### config.mk
export PLATFORM = sky130hd
export DESIGN_NAME = mdu_iter_flat
export DESIGN_NICKNAME = d
export VERILOG_FILES = /design/src/rtl/mdu_iter_if.sv /design/src/rtl/mdu_iter.sv /design/src/flat_wrapper.sv
export SDC_FILE = /design/constraint.sdc
export NUM_CORES = 1
export LEC_CHECK = 0
export CAP_MARGIN = 20
export CORE_ASPECT_RATIO = 0.7
export CORE_MARGIN = 4
export CORE_UTILIZATION = 28
export CTS_CLUSTER_SIZE = 16
export DETAILED_ROUTE_END_ITERATION = 7
export GPL_ROUTABILITY_DRIVEN = 0
export GPL_TIMING_DRIVEN = 0
export MAX_ROUTING_LAYER = met4
export SKIP_LAST_GASP = 1
export SYNTH_ARGS = -nofsm -noshare
export SYNTH_HDL_FRONTEND = slang
export SYNTH_SLANG_ARGS = --single-unit
### constraint.sdc
create_clock -name clk_i -period 7 [get_ports clk_i]
set_clock_uncertainty 0.2 [all_clocks]
set_input_delay 1.05 -clock clk_i [delete_from_list [all_inputs] [get_ports clk_i]]
set_output_delay 1.05 -clock clk_i [all_outputs]
set_load 0.05 [all_outputs]
### src/rtl/mdu_iter_if.sv
// Bus between the execute stage and the iterative RV32M multiply/divide unit.
// The master side issues the operation, the slave side (mdu_iter) returns the
// register-file write: result_o -> WD3, rd_addr_o -> addr_3, valid_o -> WE3.
interface mdu_iter_if #(
    parameter int XLEN = 32
);
    logic            start_i;
    logic [2:0]      funct3_i;
    logic [XLEN-1:0] op_a_i;
    logic [XLEN-1:0] op_b_i;
    logic [4:0]      rd_addr_i;
    logic            busy_o;
    logic            valid_o;
    logic [XLEN-1:0] result_o;
    logic [4:0]      rd_addr_o;

    modport master (
        output start_i, funct3_i, op_a_i, op_b_i, rd_addr_i,
        input  busy_o, valid_o, result_o, rd_addr_o
    );

    modport slave (
        input  start_i, funct3_i, op_a_i, op_b_i, rd_addr_i,
        output busy_o, valid_o, result_o, rd_addr_o
    );
endinterface

### src/rtl/mdu_iter.sv
// Iterative RV32M multiply/divide unit (execute stage).
// Multiplies by shift-add and divides by restoring division on operand
// magnitudes, one bit per clock, then applies the sign at the end.
// Define MDU_FAST_MUL_EN to resolve the whole MUL group with a combinational
// multiplier at start; otherwise no multiplier is inferred.
//
// state | meaning
// IDLE  | waiting for start_i; operands, funct3 and rd latched on acceptance
// CALC  | XLEN shift-add / restoring iterations, then one result-load cycle
// DONE  | valid_o strobe for one cycle, back to IDLE
module mdu_iter #(
    parameter int XLEN = 32
) (
    input  logic         clk_i,
    input  logic         reset_i,
    mdu_iter_if.slave    bus
);
    localparam logic [XLEN-1:0] MIN_NEG = {1'b1, {(XLEN-1){1'b0}}};

    typedef enum logic [1:0] {IDLE, CALC, DONE} state_t;

    state_t            state, state_nxt;
    logic [2:0]        f3;
    logic [4:0]        rd_q;
    logic [4:0]        cnt;
    logic              last;
    logic              neg_res;
    logic              early;
    logic [XLEN-1:0]   mag_b;
    logic [XLEN-1:0]   acc_hi;
    logic [XLEN-1:0]   acc_lo;
    logic [XLEN-1:0]   early_res;
    logic [XLEN-1:0]   result_q;
    logic [4:0]        rd_out_q;

    logic              is_div, a_sgn, b_sgn, a_neg, b_neg, neg_in;
    logic              div_zero, div_ovf, mul_zero, early_in;
    logic [XLEN-1:0]   mag_a_in, mag_b_in, early_res_in;
`ifdef MDU_FAST_MUL_EN
    logic [2*XLEN-1:0] fast_a, fast_b, fast_prod;
`endif

    logic [XLEN:0]     mul_sum;
    logic [XLEN:0]     div_shift, div_diff;
    logic [2*XLEN-1:0] prod_fix;
    logic [XLEN-1:0]   div_sel, div_fix, final_res;

    // Operand decode at acceptance: magnitudes, result sign, early-resolved ops.
    always_comb begin
        is_div   = bus.funct3_i[2];
        a_sgn    = is_div ? ~bus.funct3_i[0] : (bus.funct3_i[1:0] != 2'b11);
        b_sgn    = is_div ? ~bus.funct3_i[0] : ~bus.funct3_i[1];
        a_neg    = a_sgn & bus.op_a_i[XLEN-1];
        b_neg    = b_sgn & bus.op_b_i[XLEN-1];
        mag_a_in = a_neg ? -bus.op_a_i : bus.op_a_i;
        mag_b_in = b_neg ? -bus.op_b_i : bus.op_b_i;
        // remainder follows the dividend, everything else the product of signs
        neg_in   = (is_div && bus.funct3_i[1]) ? a_neg : (a_neg ^ b_neg);
        div_zero = is_div && (bus.op_b_i == '0);
        div_ovf  = is_div && !bus.funct3_i[0] && (bus.op_a_i == MIN_NEG) && (bus.op_b_i == '1);
        mul_zero = (bus.funct3_i == 3'b000) && ((bus.op_a_i == '0) || (bus.op_b_i == '0));
        early_in = div_zero | div_ovf | mul_zero;
        early_res_in = '0;
        if (div_zero) begin
            early_res_in = bus.funct3_i[1] ? bus.op_a_i : '1;
        end else if (div_ovf) begin
            early_res_in = bus.funct3_i[1] ? '0 : MIN_NEG;
        end
`ifdef MDU_FAST_MUL_EN
        // sign-extend to 2*XLEN so the truncated product is correct for every mix
        fast_a    = {{XLEN{a_sgn & bus.op_a_i[XLEN-1]}}, bus.op_a_i};
        fast_b    = {{XLEN{b_sgn & bus.op_b_i[XLEN-1]}}, bus.op_b_i};
        fast_prod = fast_a * fast_b;
        if (!is_div) begin
            early_in     = 1'b1;
            early_res_in = (bus.funct3_i[1:0] == 2'b00) ? fast_prod[XLEN-1:0]
                                                        : fast_prod[2*XLEN-1:XLEN];
        end
`endif
    end

    // One iteration step for both datapaths plus the final sign fix and select.
    always_comb begin
        mul_sum   = {1'b0, acc_hi} + (acc_lo[0] ? {1'b0, mag_b} : '0);
        div_shift = {acc_hi, acc_lo[XLEN-1]};
        // partial remainder < divisor, so bit XLEN of the difference is a clean borrow
        div_diff  = div_shift - {1'b0, mag_b};
        prod_fix  = neg_res ? -{acc_hi, acc_lo} : {acc_hi, acc_lo};
        div_sel   = f3[1] ? acc_hi : acc_lo;
        div_fix   = neg_res ? -div_sel : div_sel;
        if (early) begin
            final_res = early_res;
        end else if (f3[2]) begin
            final_res = div_fix;
        end else if (f3[1:0] == 2'b00) begin
            final_res = prod_fix[XLEN-1:0];
        end else begin
            final_res = prod_fix[2*XLEN-1:XLEN];
        end
    end

    // State register.
    always_ff @(posedge clk_i or posedge reset_i) begin
        if (reset_i) begin
            state <= IDLE;
        end else begin
            state <= state_nxt;
        end
    end

    // Next-state logic; early-resolved ops still spend one load cycle in CALC.
    always_comb begin
        state_nxt = state;
        case (state)
            IDLE:    if (bus.start_i) state_nxt = CALC;
            CALC:    if (last) state_nxt = DONE;
            DONE:    state_nxt = IDLE;
            default: state_nxt = IDLE;
        endcase
    end

    // Operand latch, iteration registers and output registers.
    always_ff @(posedge clk_i or posedge reset_i) begin
        if (reset_i) begin
            f3        <= '0;
            rd_q      <= '0;
            cnt       <= '0;
            last      <= 1'b0;
            neg_res   <= 1'b0;
            early     <= 1'b0;
            mag_b     <= '0;
            acc_hi    <= '0;
            acc_lo    <= '0;
            early_res <= '0;
            result_q  <= '0;
            rd_out_q  <= '0;
        end else begin
            case (state)
                IDLE: begin
                    if (bus.start_i) begin
                        f3        <= bus.funct3_i;
                        rd_q      <= bus.rd_addr_i;
                        mag_b     <= mag_b_in;
                        acc_hi    <= '0;
                        acc_lo    <= mag_a_in;
                        neg_res   <= neg_in;
                        early     <= early_in;
                        early_res <= early_res_in;
                        cnt       <= 5'd31;
                        last      <= early_in;
                    end
                end
                CALC: begin
                    if (last) begin
                        result_q <= final_res;
                        rd_out_q <= rd_q;
                        last     <= 1'b0;
                    end else begin
                        if (f3[2]) begin
                            if (!div_diff[XLEN]) begin
                                acc_hi <= div_diff[XLEN-1:0];
                                acc_lo <= {acc_lo[XLEN-2:0], 1'b1};
                            end else begin
                                acc_hi <= div_shift[XLEN-1:0];
                                acc_lo <= {acc_lo[XLEN-2:0], 1'b0};
                            end
                        end else begin
                            {acc_hi, acc_lo} <= {mul_sum, acc_lo[XLEN-1:1]};
                        end
                        cnt <= cnt - 5'd1;
                        if (cnt == 5'd0) last <= 1'b1;
                    end
                end
                default: ;
            endcase
        end
    end

    assign bus.busy_o    = (state != IDLE);
    assign bus.valid_o   = (state == DONE);
    assign bus.result_o  = result_q;
    assign bus.rd_addr_o = rd_out_q;
endmodule

### src/flat_wrapper.sv
// flat-port wrapper written by rule: the top's interface ports become plain ports
module mdu_iter_flat 
#(
    parameter int XLEN = 32
)
  (clk_i, reset_i, bus_start_i, bus_funct3_i, bus_op_a_i, bus_op_b_i, bus_rd_addr_i, bus_busy_o, bus_valid_o, bus_result_o, bus_rd_addr_o);
  mdu_iter_if #(.XLEN(XLEN)) bus_i ();
  input  logic clk_i;
  input  logic reset_i;
  input wire logic [$bits(bus_i.start_i)-1:0] bus_start_i;
  input wire logic [$bits(bus_i.funct3_i)-1:0] bus_funct3_i;
  input wire logic [$bits(bus_i.op_a_i)-1:0] bus_op_a_i;
  input wire logic [$bits(bus_i.op_b_i)-1:0] bus_op_b_i;
  input wire logic [$bits(bus_i.rd_addr_i)-1:0] bus_rd_addr_i;
  output wire logic [$bits(bus_i.busy_o)-1:0] bus_busy_o;
  output wire logic [$bits(bus_i.valid_o)-1:0] bus_valid_o;
  output wire logic [$bits(bus_i.result_o)-1:0] bus_result_o;
  output wire logic [$bits(bus_i.rd_addr_o)-1:0] bus_rd_addr_o;
  assign bus_i.start_i = bus_start_i;
  assign bus_i.funct3_i = bus_funct3_i;
  assign bus_i.op_a_i = bus_op_a_i;
  assign bus_i.op_b_i = bus_op_b_i;
  assign bus_i.rd_addr_i = bus_rd_addr_i;
  assign bus_busy_o = bus_i.busy_o;
  assign bus_valid_o = bus_i.valid_o;
  assign bus_result_o = bus_i.result_o;
  assign bus_rd_addr_o = bus_i.rd_addr_o;
  mdu_iter #(.XLEN(XLEN)) u_core (.clk_i(clk_i), .reset_i(reset_i), .bus(bus_i));
endmodule
# [Word level (Yosys, flattened, before mapping)]
# Cells that the tools add are included.
[classes] add_sub_neg=7 eq_ne=8 mux=36 n_bitwise=7 n_reduce_logical=21
[op_table] op="2-to-1 mux 32 bit" count=19
[op_table] op="one-hot mux 32 bit (2 select lines)" count=2
[op_table] op="negator 32 bit" count=3
[op_table] op="equality test 32 bit, second input constant" count=2
[op_table] op="zero test 32 bit" count=2
[op_table] op="2-to-1 mux 64 bit" count=1
[op_table] op="negator 64 bit" count=1
[op_table] op="adder 32 x 33 -> 33 bit" count=1
[op_table] op="subtractor 33 x 32 -> 33 bit" count=1
[op_table] op="2-to-1 mux 5 bit" count=2
[op_table] op="one-hot mux 5 bit (2 select lines)" count=1
[op_table] op="AND reduction 2 bit" count=4
[op_table] op="2-to-1 mux 1 bit" count=7
[op_table] op="logical AND 1 bit" count=6
[op_table] op="inequality test 2 bit, second input constant" count=3
[op_table] op="zero test 5 bit" count=1
[op_table] op="subtractor 5 x 1 -> 5 bit, second input constant" count=1
[op_table] op="zero test 2 bit" count=2
[op_table] op="2-to-1 mux 2 bit" count=2
[op_table] op="one-hot mux 2 bit (2 select lines)" count=1
[op_table] op="nonzero test 2 bit" count=2
[op_table] op="zero test 3 bit" count=1
[op_table] op="AND reduction 3 bit" count=1
[op_table] op="AND 1 bit" count=2
[op_table] op="other kinds (9)" count=11
[word_totals] register_bits=183 in_bits=75 word_cells=92

# [Longest topological paths before layout]
# Gate-level depths: netlist (run 1).
[depth] word_depth=8 depth_mapped=17

# [Worst setup path before layout (run 1)]
# No wires, ideal clock.
[synth_timing] kind="register -> register" from="register u_core.f3[1]" to="register u_core.result_q[28] (netlist: u_core.bus.result_o[28])" setup_ns=0.122 arrival_ns=4.023 required_ns=6.678 slack_ns=2.656 stages_incl_launch_ff=18 n_path_buf=6 path_cell_list="dfrtp_1 > clkbuf_1 > buf_2 > buf_2 > buf_2 > buf_2 > buf_1 > mux2i_1 > ha_1 > o21ai_0 > o21bai_1 > or3_1 > nor3_1 > nand4_1 > o21ai_0 > xnor2_1 > a221oi_1 > a32o_1"
[synth_via] elab_chain_len=5 elab_cells_between_ends=7 cone_classes="1 x add/sub; 5 x mux; 1 x reduce/logical"
[synth_lines] element="start: declaration" line="mdu_iter.sv:23" rtl="logic [2:0] f3;"
[synth_lines] element="start signal: assignment" line="mdu_iter.sv:141" rtl="f3 <= bus.funct3_i;"
[synth_lines] element="2-to-1 mux 32 bit" line="mdu_iter.sv:89" rtl="div_sel = f3[1] ? acc_hi : acc_lo;"
[synth_lines] element="negator 32 bit" line="mdu_iter.sv:90" rtl="div_fix = neg_res ? -div_sel : div_sel;"
[synth_lines] element="2-to-1 mux 32 bit" line="mdu_iter.sv:90"
[synth_lines] element="2-to-1 mux 32 bit *" line="mdu_iter.sv:93" rtl="end else if (f3[2]) begin"
[synth_lines] element="2-to-1 mux 32 bit *" line="mdu_iter.sv:91" rtl="if (early) begin"
[synth_lines] element="end signal: assignment" line="mdu_iter.sv:155" rtl="result_q <= final_res;"
[synth_lines] element="end: declaration" line="mdu_iter.sv:33" rtl="logic [XLEN-1:0] result_q;"
# Mark *: on every way between the ends. The rest lies on a longest branch, timed or not.
# A chain may end at the register's enable or synchronous reset.

# [Final worst setup path (run 1)]
[layout_timing] from="register u_core.f3[1]" to="register u_core.result_q[24] (netlist: u_core.bus.result_o[24])"
# The elaborated chain is that of the path after synthesis.

==> summary.txt, run 1 <==
count of cells along the worst register-to-register path - 17
share of post-route cells with drive strength above 1 - 3.21%
Sw Pwr - 0.00630 W
count of unique library cells instantiated by Yosys - 76
placed insts - 2992
VDD IR-drop max - 0.263 mV
row count - 73
crit-path max FO - 10
syn avg cell area - 7.59 um^2
initial antenna violation count - 3
horizontal die dimension - 295 um
via count of the first global-routing pass - 16700
post-cts resize count - 0
cell at the root of the clock tree - clkbuf_16
core region area - 57000 um^2
maximum level of the CTS H-tree - 4
power per cell area - 588 nW/um^2
slowest stage cell on the critical path - buf_1
synthesis-stage register bit count - 183
sequential-to-total area share from yosys stat - 28.3%
most common cell after layout, fill and taps aside - nand2_1
arrival time at the worst endpoint - 6.54 ns
die height - 209 um
area of all placed cells without fillers - 18800 um^2
Crit Path Category - reg2reg
CP bufs+invs - 6
Antenna Violating Nets Remaining - 0
fill cell count - 6125
M2 GR Usage - 29.3%
Clk Latency, worst-skew pair - 0.48 ns
Reg2Reg Launch Point - u_core.f3[1]
total count of max-transition violations in the final report - 0
Min-Delay Path Class - reg2reg
die footprint - 61700 um^2
type of element capturing the critical path - flip-flop
Synth Net Count - 2278
max capacitance violation total - 0
initial core utilization - 28.4%
Post-synth top flop - dfrtp_1
Combinational Power Share - 73.5%
leak pwr - 7.58 nW
TritonCTS clock tree - built
net count reported at finish - 2409
post-route insts no fill - 3029
DRC viols - 9
number of cells on the worst hold path - 2
average wire length per cell after detail routing - 23.1 um
Buffers on Ports - 111
Setup violations, final - 0
clock input transition at the sequential cells of the worst setup and hold paths - 0.08 ns
GRT Resource Usage Total - 22.9%
drt total wl - 70.0 mm
internal power - 0.00478 W
Cell Area, Synth - 16200 um^2
reg-to-reg critical path endpoint - u_core.bus.result_o[24]
Worst R2R Setup Slack - 0.60 ns
hold buffer count at cts - 0
cell type with the largest total area after synthesis - dfrtp_1
clock buffer depth - 2
Iter 0 DRT Violations - 2560
Critical Path Most Common Cell - buf_2
commonest non-fill, non-tap cells in the layout - 300 x nand2_1, 257 x o21ai_0, 183 x dfrtp_1, 150 x a21oi_1, 148 x nor2_1
count of synthesis-stage warnings from yosys - 0
part of the cycle the worst path needs - 91.5%
sequential share of power - 17.7%
launching element type of the critical path - flip-flop
fraction of met3 tracks used by global routing - 9.37%
routed via count divided by cell count - 5.80
unrepaired setup endpoints after global routing - false
top cell type's share of synthesized area - 28.3%
area added between synthesis and finish - 16.5%
critical path cell sequence - clkbuf_1, buf_2, buf_2, buf_2, buf_2, buf_1, mux2i_1, ha_1, o21ai_0, o21bai_1, or3_1, nor3_1, nand2_1, o21ai_0, xor2_1, a221oi_1, nor3_1
slew of the pin with the lowest slew margin - 1.19 ns
fraction of power spent switching nets - 56.8%
critical path data required time - 7.14 ns
total power - 0.0111 W
global-route wire length before repair - 105 mm
power share of the clock group - 8.8%
endpoint of the worst hold path - u_core.bus.rd_addr_o[1]
violations in the final reports - DRC
First-pass DRT Iterations - 8
Hold Startpoint - u_core.rd_q[1]
DP Wirelength - 54.9 mm
number of flops mapped to enable cells by yosys - 0
total congestion overflow after global routing - 0
pin count of the biggest net entering global routing - 116
Post-Synthesis Cells - 2130
grt met1 use - 32.7%
slowest stage delay, CP - 0.78 ns
final cell utilization of the core - 33.0%
final hold violation count - 0
number of buffers created by CTS - 17
post-CTS setup buffers - 0
cell area after placement - 18300 um^2
final critical-path required period - 6.40 ns
vias post-DR - 17600
share of flip-flops with an asynchronous set or reset after synthesis - 100%
top post-synthesis cells by area - dfrtp_1 28%, o21ai_0 8.0%, nand2_1 7.0%, xnor2_1 6.0%, ha_1 5.5%
Slew headroom - 20.3%
Top Usage Layer GRT - met1
critical path's top delay family - buffers and inverters
CTS sink cnt - 183
outcome - complete, but fails checks
I/O pins - 114
maximum frequency from static timing analysis - 156 MHz
==> sequential cells by signal, summed over array words and instances, names as in the netlist, 2 cells and up <==
signal,count
u_core.rd_q,5
u_core.f3,3
u_core.acc_hi,32
u_core.state,2
u_core.bus.result_o,32
u_core.cnt,5
u_core.bus.rd_addr_o,5
u_core.mag_b,32
u_core.early_res,32
u_core.acc_lo,32
==> synth_stat cells, drive strengths merged, types with 4 or more instances <==
cell,n
or3,27
a31oi,14
a22oi,16
nor4,18
ha,71
nand4b,4
nand2b,24
a21oi,150
a21o,27
dfrtp,183
and3,13
xnor2,111
o41ai,14
o21a,6
inv,69
a211oi,27
or4,15
buf,30
nand2,300
clkbuf,123
o21ai,259
nor2b,39
xor2,97
o21bai,15
nand3b,4
and2,9
nor3,46
nand4,17
nor3b,5
o211ai,19
nand3,63
o31a,4
or2,11
o31ai,34
a221o,6
a221oi,9
nor2,149
mux2i,63
==> power groups by stage <==
stage | Sequential, W | Combinational (W) | Clock [W]
global placement | 0.00193 | 0.00764 | 0
CTS | 0.00192 | 0.00780 | 0.000979
detailed placement | 0.00194 | 0.00774 | 0
global route | 0.00198 | 0.00870 | 0.00102
finish | 0.00196 | 0.00815 | 0.000975
floorplan | 0.00203 | 0.00525 | 0
==> final cells by class <==
cell class	instances	area, um^2	area share (%)
Antenna cell	5	12.5	0.0664
Buffer	153	599	3.18
Clock buffer	18	429	2.28
Clock inverter	14	140	0.744
Inverter	71	274	1.45
Multi-Input combinational cell	1723	10700	56.9
Sequential cell	183	4580	24.3
Tap cell	750	938	4.98
Timing Repair Buffer	112	1140	6.05
==> through the flow <==
stage | setup TNS (ns) | hold slack, ns | setup WS [ns]
finish | 0 | 0.279 | 0.598
global route | 0 | 0.300 | 0.450
CTS | 0 | 0.278 | 1.03
detailed placement | 0 | 0.259 | 1.05
global placement | -354.09 | 0.256 | -1.95
floorplan | 0 | 0.239 | 0.778
==> layer usage <==
| metal | wire length (um) | up-vias |
|---|---|---|
| li1 | - | 7782 |
| met1 | 30900 | 8442 |
| met2 | 26600 | 1169 |
| met3 | 10500 | 171 |
| met4 | 2030 | 0 |
| met5 | 0 | - |
==> kinds of logic (layout without fill, tap and decap cells) <==
logic type / Yosys count / after routing / share of synthesized area (%)
DFF: 183 / 183 / 28.3
adders and majority gates: 73 / 73 / 5.74
muxes: 66 / 66 / 4.11
other: 0 / 5 / 0
buffers and inverters: 224 / 368 / 5.36
AOI/OAI and AO/OA: 627 / 627 / 23.4
and+or+nand+nor: 749 / 749 / 21.8
xor gates and xnor gates: 208 / 208 / 11.3
==> how the worst max path moves through the flow <==
stage                             from                       to  cells after the start
after floorplan                reset_i         u_core.acc_hi[0]                      1
after global routing      u_core.f3[1]  u_core.bus.result_o[22]                     17
final                     u_core.f3[1]  u_core.bus.result_o[24]                     17
after detailed placement  u_core.f3[1]  u_core.bus.result_o[22]                     17
after CTS                 u_core.f3[1]  u_core.bus.result_o[22]                     17
after global placement         reset_i        u_core.acc_hi[28]                      2
==> worst min-delay path, delay by kind of cell, from the launching register on <==
kind / cells / cell delay, ns
flip-flops: 1 / 0.34
AND/OR/NAND/NOR: 2 / 0.10
Note: power is estimated with default switching activity, not from simulation.
==> run 2, diff against run 1 <==
ABC_CLOCK_PERIOD_IN_PS = 7000   (was not set)
==> results of run 2 <==
Final layout, timing and power as in run 1 (identical DEF).
